--- config.mk ---
export PLATFORM = sky130hd
export DESIGN_NAME = cdb_arbiter_flat
export DESIGN_NICKNAME = d
export VERILOG_FILES = /design/src/rtl/core_pkg.sv /design/src/rtl/cdb_arbiter_if.sv /design/src/rtl/rr_multi_picker.sv /design/src/rtl/cdb_arbiter.sv /design/src/flat_wrapper.sv
export SDC_FILE = /design/constraint.sdc
export NUM_CORES = 1
export LEC_CHECK = 0
export ABC_AREA = 1
export BUFFER_PORTS_ARGS = -buffer_cell sky130_fd_sc_hd__buf_2
export CAP_MARGIN = 20
export CORE_AREA = 2 2 190 192
export DETAILED_ROUTE_END_ITERATION = 8
export DIE_AREA = 0 0 192 194
export GPL_TIMING_DRIVEN = 0
export SLEW_MARGIN = 20
export SYNTH_ARGS = -nofsm -noshare
export SYNTH_HDL_FRONTEND = slang
export SYNTH_SLANG_ARGS = --single-unit
--- constraint.sdc ---
create_clock -name clk -period 4.8 [get_ports clk]
set_input_delay 0 -clock clk [delete_from_list [all_inputs] [get_ports clk]]
set_output_delay 0 -clock clk [all_outputs]
set_load 0.005 [all_outputs]
--- src/rtl/core_pkg.sv ---
// Shared core definitions.
// Holds the default datapath widths and the CDB lane record used by both the
// CDB arbiter and the reservation stations that snoop the broadcast bus.
package core_pkg;

  localparam int unsigned CORE_PHYS_W = 6;
  localparam int unsigned CORE_XLEN   = 64;
  localparam int unsigned CORE_ROB_W  = 6;

  // One broadcast lane as seen by a consumer snooping the CDB.
  typedef struct packed {
    logic                   valid;
    logic [CORE_PHYS_W-1:0] tag;
    logic [CORE_XLEN-1:0]   value;
    logic [CORE_ROB_W-1:0]  rob_tag;
  } cdb_lane_t;

endpackage

--- src/rtl/cdb_arbiter_if.sv ---
// Requester / CDB bundle between functional units and the CDB arbiter.
// master: functional-unit side (drives req_*, observes req_ready and cdb_*).
// slave : arbiter side (consumes req_*, drives req_ready and cdb_*).
//   req_valid   [N_REQ]          result pending
//   req_tag     [N_REQ][PHYS_W]  destination physical tag
//   req_value   [N_REQ][XLEN]    result value
//   req_rob_tag [N_REQ][ROB_W]   ROB entry
//   req_ready   [N_REQ]          combinational grant
//   cdb_*       [CDB_W]          registered broadcast lanes
interface cdb_arbiter_if
  import core_pkg::*;
#(
  parameter int unsigned N_REQ  = 4,
  parameter int unsigned CDB_W  = 2,
  parameter int unsigned PHYS_W = CORE_PHYS_W,
  parameter int unsigned XLEN   = CORE_XLEN,
  parameter int unsigned ROB_W  = CORE_ROB_W
);

  logic [N_REQ-1:0]             req_valid;
  logic [N_REQ-1:0][PHYS_W-1:0] req_tag;
  logic [N_REQ-1:0][XLEN-1:0]   req_value;
  logic [N_REQ-1:0][ROB_W-1:0]  req_rob_tag;
  logic [N_REQ-1:0]             req_ready;

  logic [CDB_W-1:0]             cdb_valid;
  logic [CDB_W-1:0][PHYS_W-1:0] cdb_tag;
  logic [CDB_W-1:0][XLEN-1:0]   cdb_value;
  logic [CDB_W-1:0][ROB_W-1:0]  cdb_rob_tag;

  modport master (
    output req_valid, req_tag, req_value, req_rob_tag,
    input  req_ready, cdb_valid, cdb_tag, cdb_value, cdb_rob_tag
  );

  modport slave (
    input  req_valid, req_tag, req_value, req_rob_tag,
    output req_ready, cdb_valid, cdb_tag, cdb_value, cdb_rob_tag
  );

endinterface

--- src/rtl/rr_multi_picker.sv ---
// Combinational round-robin picker granting up to CDB_W requesters per cycle.
// Scans req starting at start with modular wrap; the k-th hit goes to lane k.
//   req        in  [N_REQ]         candidate requests
//   start      in  [PTR_W]         first index to scan
//   grant      out [CDB_W][N_REQ]  per-lane one-hot grant
//   lane_valid out [CDB_W]         lane carries a grant
//   lane_idx   out [CDB_W][PTR_W]  requester index per lane
//   last_idx   out [PTR_W]         index of the last granted requester
//   any        out 1               at least one grant
module rr_multi_picker #(
  parameter int unsigned N_REQ = 4,
  parameter int unsigned CDB_W = 2,
  localparam int unsigned PTR_W = (N_REQ > 1) ? $clog2(N_REQ) : 1
) (
  input  logic [N_REQ-1:0]            req,
  input  logic [PTR_W-1:0]            start,
  output logic [CDB_W-1:0][N_REQ-1:0] grant,
  output logic [CDB_W-1:0]            lane_valid,
  output logic [CDB_W-1:0][PTR_W-1:0] lane_idx,
  output logic [PTR_W-1:0]            last_idx,
  output logic                        any
);

  localparam logic [PTR_W:0] NReqW = (PTR_W + 1)'(N_REQ);

  logic [N_REQ-1:0] remaining;
  logic [N_REQ-1:0] rot;
  logic             found;
  logic [PTR_W-1:0] pos;
  logic [PTR_W:0]   sum;

  always_comb begin
    remaining  = req;
    grant      = '0;
    lane_valid = '0;
    lane_idx   = '0;
    last_idx   = start;
    rot        = '0;
    found      = 1'b0;
    pos        = '0;
    sum        = '0;
    for (int l = 0; l < int'(CDB_W); l++) begin
      // Rotate so bit 0 is the start position, then take the first set bit.
      rot   = N_REQ'({remaining, remaining} >> start);
      found = 1'b0;
      pos   = '0;
      for (int j = 0; j < int'(N_REQ); j++) begin
        if (!found && rot[j]) begin
          found = 1'b1;
          pos   = PTR_W'(j);
        end
      end
      if (found) begin
        sum = {1'b0, start} + {1'b0, pos};
        if (sum >= NReqW) begin
          sum = sum - NReqW;
        end
        lane_valid[l]                  = 1'b1;
        lane_idx[l]                    = sum[PTR_W-1:0];
        grant[l][sum[PTR_W-1:0]]       = 1'b1;
        remaining[sum[PTR_W-1:0]]      = 1'b0;
        last_idx                       = sum[PTR_W-1:0];
      end
    end
    any = |lane_valid;
  end

endmodule

--- src/rtl/cdb_arbiter.sv ---
// Common data bus arbiter: picks up to CDB_W completed results per cycle in
// round-robin order and broadcasts them on registered CDB lanes.
//   clk       in  1   rising-edge clock
//   reset     in  1   asynchronous active-high reset
//   flush     in  1   pipeline flush: no grants, no broadcast next cycle
//   bus       slave   requester handshake and CDB lanes (cdb_arbiter_if)
//   stall_cnt out 16  saturating count of cycles with an ungranted requester
module cdb_arbiter
  import core_pkg::*;
#(
  parameter int unsigned N_REQ  = 4,
  parameter int unsigned CDB_W  = 2,
  parameter int unsigned PHYS_W = CORE_PHYS_W,
  parameter int unsigned XLEN   = CORE_XLEN,
  parameter int unsigned ROB_W  = CORE_ROB_W
) (
  input  logic          clk,
  input  logic          reset,
  input  logic          flush,
  cdb_arbiter_if.slave  bus,
  output logic [15:0]   stall_cnt
);

  localparam int unsigned PTR_W = (N_REQ > 1) ? $clog2(N_REQ) : 1;

  logic [PTR_W-1:0]             rr_ptr_q, rr_ptr_d;
  logic [N_REQ-1:0]             cand;
  logic [N_REQ-1:0]             ready;
  logic [CDB_W-1:0][N_REQ-1:0]  grant;
  logic [CDB_W-1:0]             lane_valid;
  logic [CDB_W-1:0][PTR_W-1:0]  lane_idx;
  logic [PTR_W-1:0]             last_idx;
  logic                         any_grant;
  logic                         stall_event;

  logic [CDB_W-1:0]             cdb_valid_q;
  logic [CDB_W-1:0][PHYS_W-1:0] cdb_tag_q;
  logic [CDB_W-1:0][XLEN-1:0]   cdb_value_q;
  logic [CDB_W-1:0][ROB_W-1:0]  cdb_rob_tag_q;
  logic [15:0]                  stall_q;

  // Grants are suppressed during reset and flush; payload never enters here.
  assign cand = (reset || flush) ? '0 : bus.req_valid;

  rr_multi_picker #(
    .N_REQ (N_REQ),
    .CDB_W (CDB_W)
  ) u_picker (
    .req        (cand),
    .start      (rr_ptr_q),
    .grant      (grant),
    .lane_valid (lane_valid),
    .lane_idx   (lane_idx),
    .last_idx   (last_idx),
    .any        (any_grant)
  );

  always_comb begin
    ready = '0;
    for (int l = 0; l < int'(CDB_W); l++) begin
      ready = ready | grant[l];
    end
  end

  always_comb begin
    rr_ptr_d = rr_ptr_q;
    if (any_grant) begin
      rr_ptr_d = (last_idx == PTR_W'(N_REQ - 1)) ? '0 : last_idx + PTR_W'(1);
    end
  end

  assign stall_event = !flush && |(bus.req_valid & ~ready);

  always_ff @(posedge clk or posedge reset) begin
    if (reset) begin
      cdb_valid_q   <= '0;
      cdb_tag_q     <= '0;
      cdb_value_q   <= '0;
      cdb_rob_tag_q <= '0;
      rr_ptr_q      <= '0;
      stall_q       <= '0;
    end else begin
      cdb_valid_q <= lane_valid;
      for (int l = 0; l < int'(CDB_W); l++) begin
        // Idle lanes keep their last payload; only valid drops.
        if (lane_valid[l]) begin
          cdb_tag_q[l]     <= bus.req_tag[lane_idx[l]];
          cdb_value_q[l]   <= bus.req_value[lane_idx[l]];
          cdb_rob_tag_q[l] <= bus.req_rob_tag[lane_idx[l]];
        end
      end
      rr_ptr_q <= rr_ptr_d;
      if (stall_event && (stall_q != 16'hFFFF)) begin
        stall_q <= stall_q + 16'd1;
      end
    end
  end

  assign bus.req_ready   = ready;
  assign bus.cdb_valid   = cdb_valid_q;
  assign bus.cdb_tag     = cdb_tag_q;
  assign bus.cdb_value   = cdb_value_q;
  assign bus.cdb_rob_tag = cdb_rob_tag_q;
  assign stall_cnt       = stall_q;

endmodule
--- src/flat_wrapper.sv ---
// flat-port wrapper written by rule: the top's interface ports become plain ports
module cdb_arbiter_flat import core_pkg::*;
#(
  parameter int unsigned N_REQ  = 4,
  parameter int unsigned CDB_W  = 2,
  parameter int unsigned PHYS_W = CORE_PHYS_W,
  parameter int unsigned XLEN   = CORE_XLEN,
  parameter int unsigned ROB_W  = CORE_ROB_W
)
  (clk, reset, flush, stall_cnt, bus_req_valid, bus_req_tag, bus_req_value, bus_req_rob_tag, bus_req_ready, bus_cdb_valid, bus_cdb_tag, bus_cdb_value, bus_cdb_rob_tag);
  cdb_arbiter_if #(.N_REQ(N_REQ), .CDB_W(CDB_W), .PHYS_W(PHYS_W), .XLEN(XLEN), .ROB_W(ROB_W)) bus_i ();
  input  logic clk;
  input  logic reset;
  input  logic flush;
  output logic [15:0] stall_cnt;
  input wire logic [$bits(bus_i.req_valid)-1:0] bus_req_valid;
  input wire logic [$bits(bus_i.req_tag)-1:0] bus_req_tag;
  input wire logic [$bits(bus_i.req_value)-1:0] bus_req_value;
  input wire logic [$bits(bus_i.req_rob_tag)-1:0] bus_req_rob_tag;
  output wire logic [$bits(bus_i.req_ready)-1:0] bus_req_ready;
  output wire logic [$bits(bus_i.cdb_valid)-1:0] bus_cdb_valid;
  output wire logic [$bits(bus_i.cdb_tag)-1:0] bus_cdb_tag;
  output wire logic [$bits(bus_i.cdb_value)-1:0] bus_cdb_value;
  output wire logic [$bits(bus_i.cdb_rob_tag)-1:0] bus_cdb_rob_tag;
  assign bus_i.req_valid = bus_req_valid;
  assign bus_i.req_tag = bus_req_tag;
  assign bus_i.req_value = bus_req_value;
  assign bus_i.req_rob_tag = bus_req_rob_tag;
  assign bus_req_ready = bus_i.req_ready;
  assign bus_cdb_valid = bus_i.cdb_valid;
  assign bus_cdb_tag = bus_i.cdb_tag;
  assign bus_cdb_value = bus_i.cdb_value;
  assign bus_cdb_rob_tag = bus_i.cdb_rob_tag;
  cdb_arbiter #(.N_REQ(N_REQ), .CDB_W(CDB_W), .PHYS_W(PHYS_W), .XLEN(XLEN), .ROB_W(ROB_W)) u_core (.clk(clk), .reset(reset), .flush(flush), .bus(bus_i), .stall_cnt(stall_cnt));
endmodule
==> results.cfg <==
[critical_path]
startpoint_type = flop
crit_type = reg2reg
required_ps = 5140
cp-end-kind = flop
path_max_fanout = 10
reg2reg_depth = 20
arrival_ps = 4860
r2r_slack_ps = 290

[global_route]
grt_max_degree = 92
grt_pass1_wl_mm = 97.4
grt_usage_pct = 34.7
grt-ovfl-total = 0
grt_pass1_vias = 17200
grt_antenna_before_repair = 2

[yosys]
ys_ff_latch = 172
synth_fp_nets = 2099
async_flop_share_pct = 100
yosysWarnings = 0
synth.avg_cell_area_sq_um = 6.54
synthCells = 1785
ys_seq_area_share_pct = 36.9
ys.flop_type = dfrtp_1
synth_cell_types = 34
synth_edf_count = 0
syn-cell-area_sq_um = 11700

[finish]
n_fill_cell = 3402
drive_gt1_share_pct = 22.7
final_nets = 3026
stdcell_count = 3188
fin_area_sq_um = 19600
area_growth_syn_to_layout_pct = 68.0

[outcome]
status = complete, but fails checks
violations = hold timing

[placement]
place_inst = 2731
portBuffers = 484
dpl.hpwl_mm = 44.8
dpl_cell_area_sq_um = 14700
place_congestion = 0.904

[drt]
drt-initial-drc-count = 1428
vias_per_cell = 5.32
wirelength_mm = 66.2
drcViolationCount = 0
via_count = 17000
drt-wirelength-per-cell_um = 20.8
drt_first_pass_iters = 7
postRouteAntennaNets = 0

[cts]
clockBufferDepth = 2
cts-htree-levels = 4
cts.clk_slew.worst_paths_ps = 80
cts_tree = built
numCtsBuffers = 17
insertion_delay_ps = 470
cts.sinks = 172
root_buffer = clkbuf_16

[sta]
hold_ws_ps = -12.9
fin_skew_ps = 14.7
layout_min_cycle_time_ps = 4510
fmaxAchievable_ghz = 0.222
finalHoldViolCount = 1
worst-slew-pin-transition_ps = 1090
slew_headroom_pct = 27.7
finalCritPeriodShare_pct = 94.1
setup_viol_count_final = 0
slew_viol_final = 0
rsz0062_at_grt = false

[floorplan]
rows = 69
die_h_um = 194
dieArea_sq_um = 37200
die_width_um = 192
pin_count = 485
start_util_pct = 33.1
core_sq_um = 35200

[hold_path]
min_path_type = in2reg
holdPathStages = 5

[run]
cap_violations = 0
[routing by layer]
metal / up-vias / share of wire, % / track usage (%)
met4: 0 / 6.0 / 21.3
met5: - / 0 / 0
li1: 7620 / - / -
met3: 301 / 9.1 / 7.55
met2: 1142 / 47 / 57.0
met1: 7905 / 38 / 41.0
[cell families (layout without fill, tap and decap cells)]
family,count (synthesis),count (layout),synth area share (%)
buffers and inverters,304,1243,10.5
DFF,172,172,36.9
and+or+nand+nor,861,862,30.0
other,0,2,0
xor gates and xnor gates,16,16,1.20
AOI/OAI and AO/OA,429,429,21.0
adders and majority gates,3,3,0.322
[flip-flops by register name, summed over array words and instances, names as in the netlist]
register	cells
u_core.rr_ptr_q	2
u_core.bus.cdb_tag	12
u_core.bus.cdb_valid	2
u_core.stall_cnt	16
u_core.bus.cdb_rob_tag	12
u_core.bus.cdb_value	128
[cells in the mapped netlist, types with 9 or more instances]
cell type  count  area [sq um]
a22oi_1      114           856
buf_2         35           175
buf_4          9          67.6
clkbuf_1      71           267
dfrtp_1      172          4300
inv_1        174           653
nand2_1      726          2730
nand2_2       12          75.1
nand3_1       87           435
nor2_1        10          37.5
o21ai_0      272          1360
o21ai_1       34           170
[metrics by stage]
stage                     TNS (ps)  utilization, %  hold WS, ps  setup slack [ps]
after floorplan                  0               -          215               140
final                            0            55.7        -12.9               285
after global placement     -489560            41.7          321             -2870
after CTS                        0            55.3         4.27              21.9
after detailed placement         0            41.8          174              67.3
after global routing             0            55.7         35.4              2.71
[repair_timing]
item | in CTS | in global routing
endpoints found under the setup margin | 0 | 119
buffers inserted | 0 | 6
gates resized for setup | 0 | 43
endpoints found under the hold margin | 233 | 0
hold buffers | 416 | 0
[cells in the final DEF (no fill, tap or decap), types with 4 or more instances in the layout]
| cell | netlist | layout |
|---|---|---|
| nand3_1 | 87 | 86 |
| buf_4 | 9 | 14 |
| nor2_4 | 3 | 4 |
| dfrtp_1 | 172 | 171 |
| buf_6 | 1 | 8 |
| o21ai_0 | 272 | 272 |
| o21ai_1 | 34 | 34 |
| clkbuf_2 | 0 | 5 |
| inv_2 | 8 | 7 |
| clkbuf_1 | 71 | 67 |
| a22oi_1 | 114 | 114 |
| nand2_2 | 12 | 12 |
| xnor2_1 | 8 | 8 |
| dlygate4sd3_1 | 0 | 416 |
| clkinvlp_4 | 0 | 4 |
| nand2_1 | 726 | 726 |
| buf_1 | 4 | 4 |
| clkbuf_16 | 0 | 17 |
| buf_2 | 35 | 510 |
| nor2_1 | 10 | 10 |
| inv_1 | 174 | 173 |
| xor2_1 | 8 | 7 |
| nand3_2 | 8 | 9 |
[worst max-delay path, cell delays in order, from the launching register on]
cell,delay (ps)
dfrtp_2,470
inv_2,130
nand3_1,130
nand2_1,90
nand2_1,50
nand2_1,130
nor2_4,50
nand2_1,60
o22ai_1,70
ha_1,280
inv_1,70
nor2_2,180
clkinv_1,320
clkbuf_2,400
clkbuf_1,390
nand2_1,120
o21ai_0,70
dlygate4sd3_1,590
a22oi_1,140
nand2_1,80
dlygate4sd3_1,560
[cell type report]
type / instances / area, sq um / share of cell area (%)
Antenna cell: 2 / 5.00 / 0.0255
Buffer: 120 / 598 / 3.05
Clock buffer: 21 / 470 / 2.40
Clock inverter: 11 / 133 / 0.676
Inverter: 184 / 703 / 3.59
Multi-Input combinational cell: 1310 / 6160 / 31.4
Sequential cell: 172 / 4310 / 22.0
Tap cell: 461 / 577 / 2.94
Timing Repair Buffer: 907 / 6660 / 34.0
[worst paths after layout]
check,start,endpoint
min in group asynchronous,reset,u_core.stall_cnt[14]$_DFFE_PP0P_
setup reg to reg,u_core.rr_ptr_q[0]$_DFFE_PP0P_,u_core.bus.cdb_value[0]$_DFFE_PP0N_
hold / removal,bus_req_value[226],u_core.bus.cdb_value[98]$_DFFE_PP0P_
setup / recovery,u_core.rr_ptr_q[0]$_DFFE_PP0P_,u_core.bus.cdb_value[0]$_DFFE_PP0N_
max in group asynchronous,reset,u_core.bus.cdb_value[6]$_DFFE_PP0N_
hold reg to reg,u_core.bus.cdb_value[121]$_DFFE_PP0P_,u_core.bus.cdb_value[121]$_DFFE_PP0P_
Power is left out: the tool's default activity adds up to more than one toggle a clock period on the data nets, which glitch-free logic cannot reach.
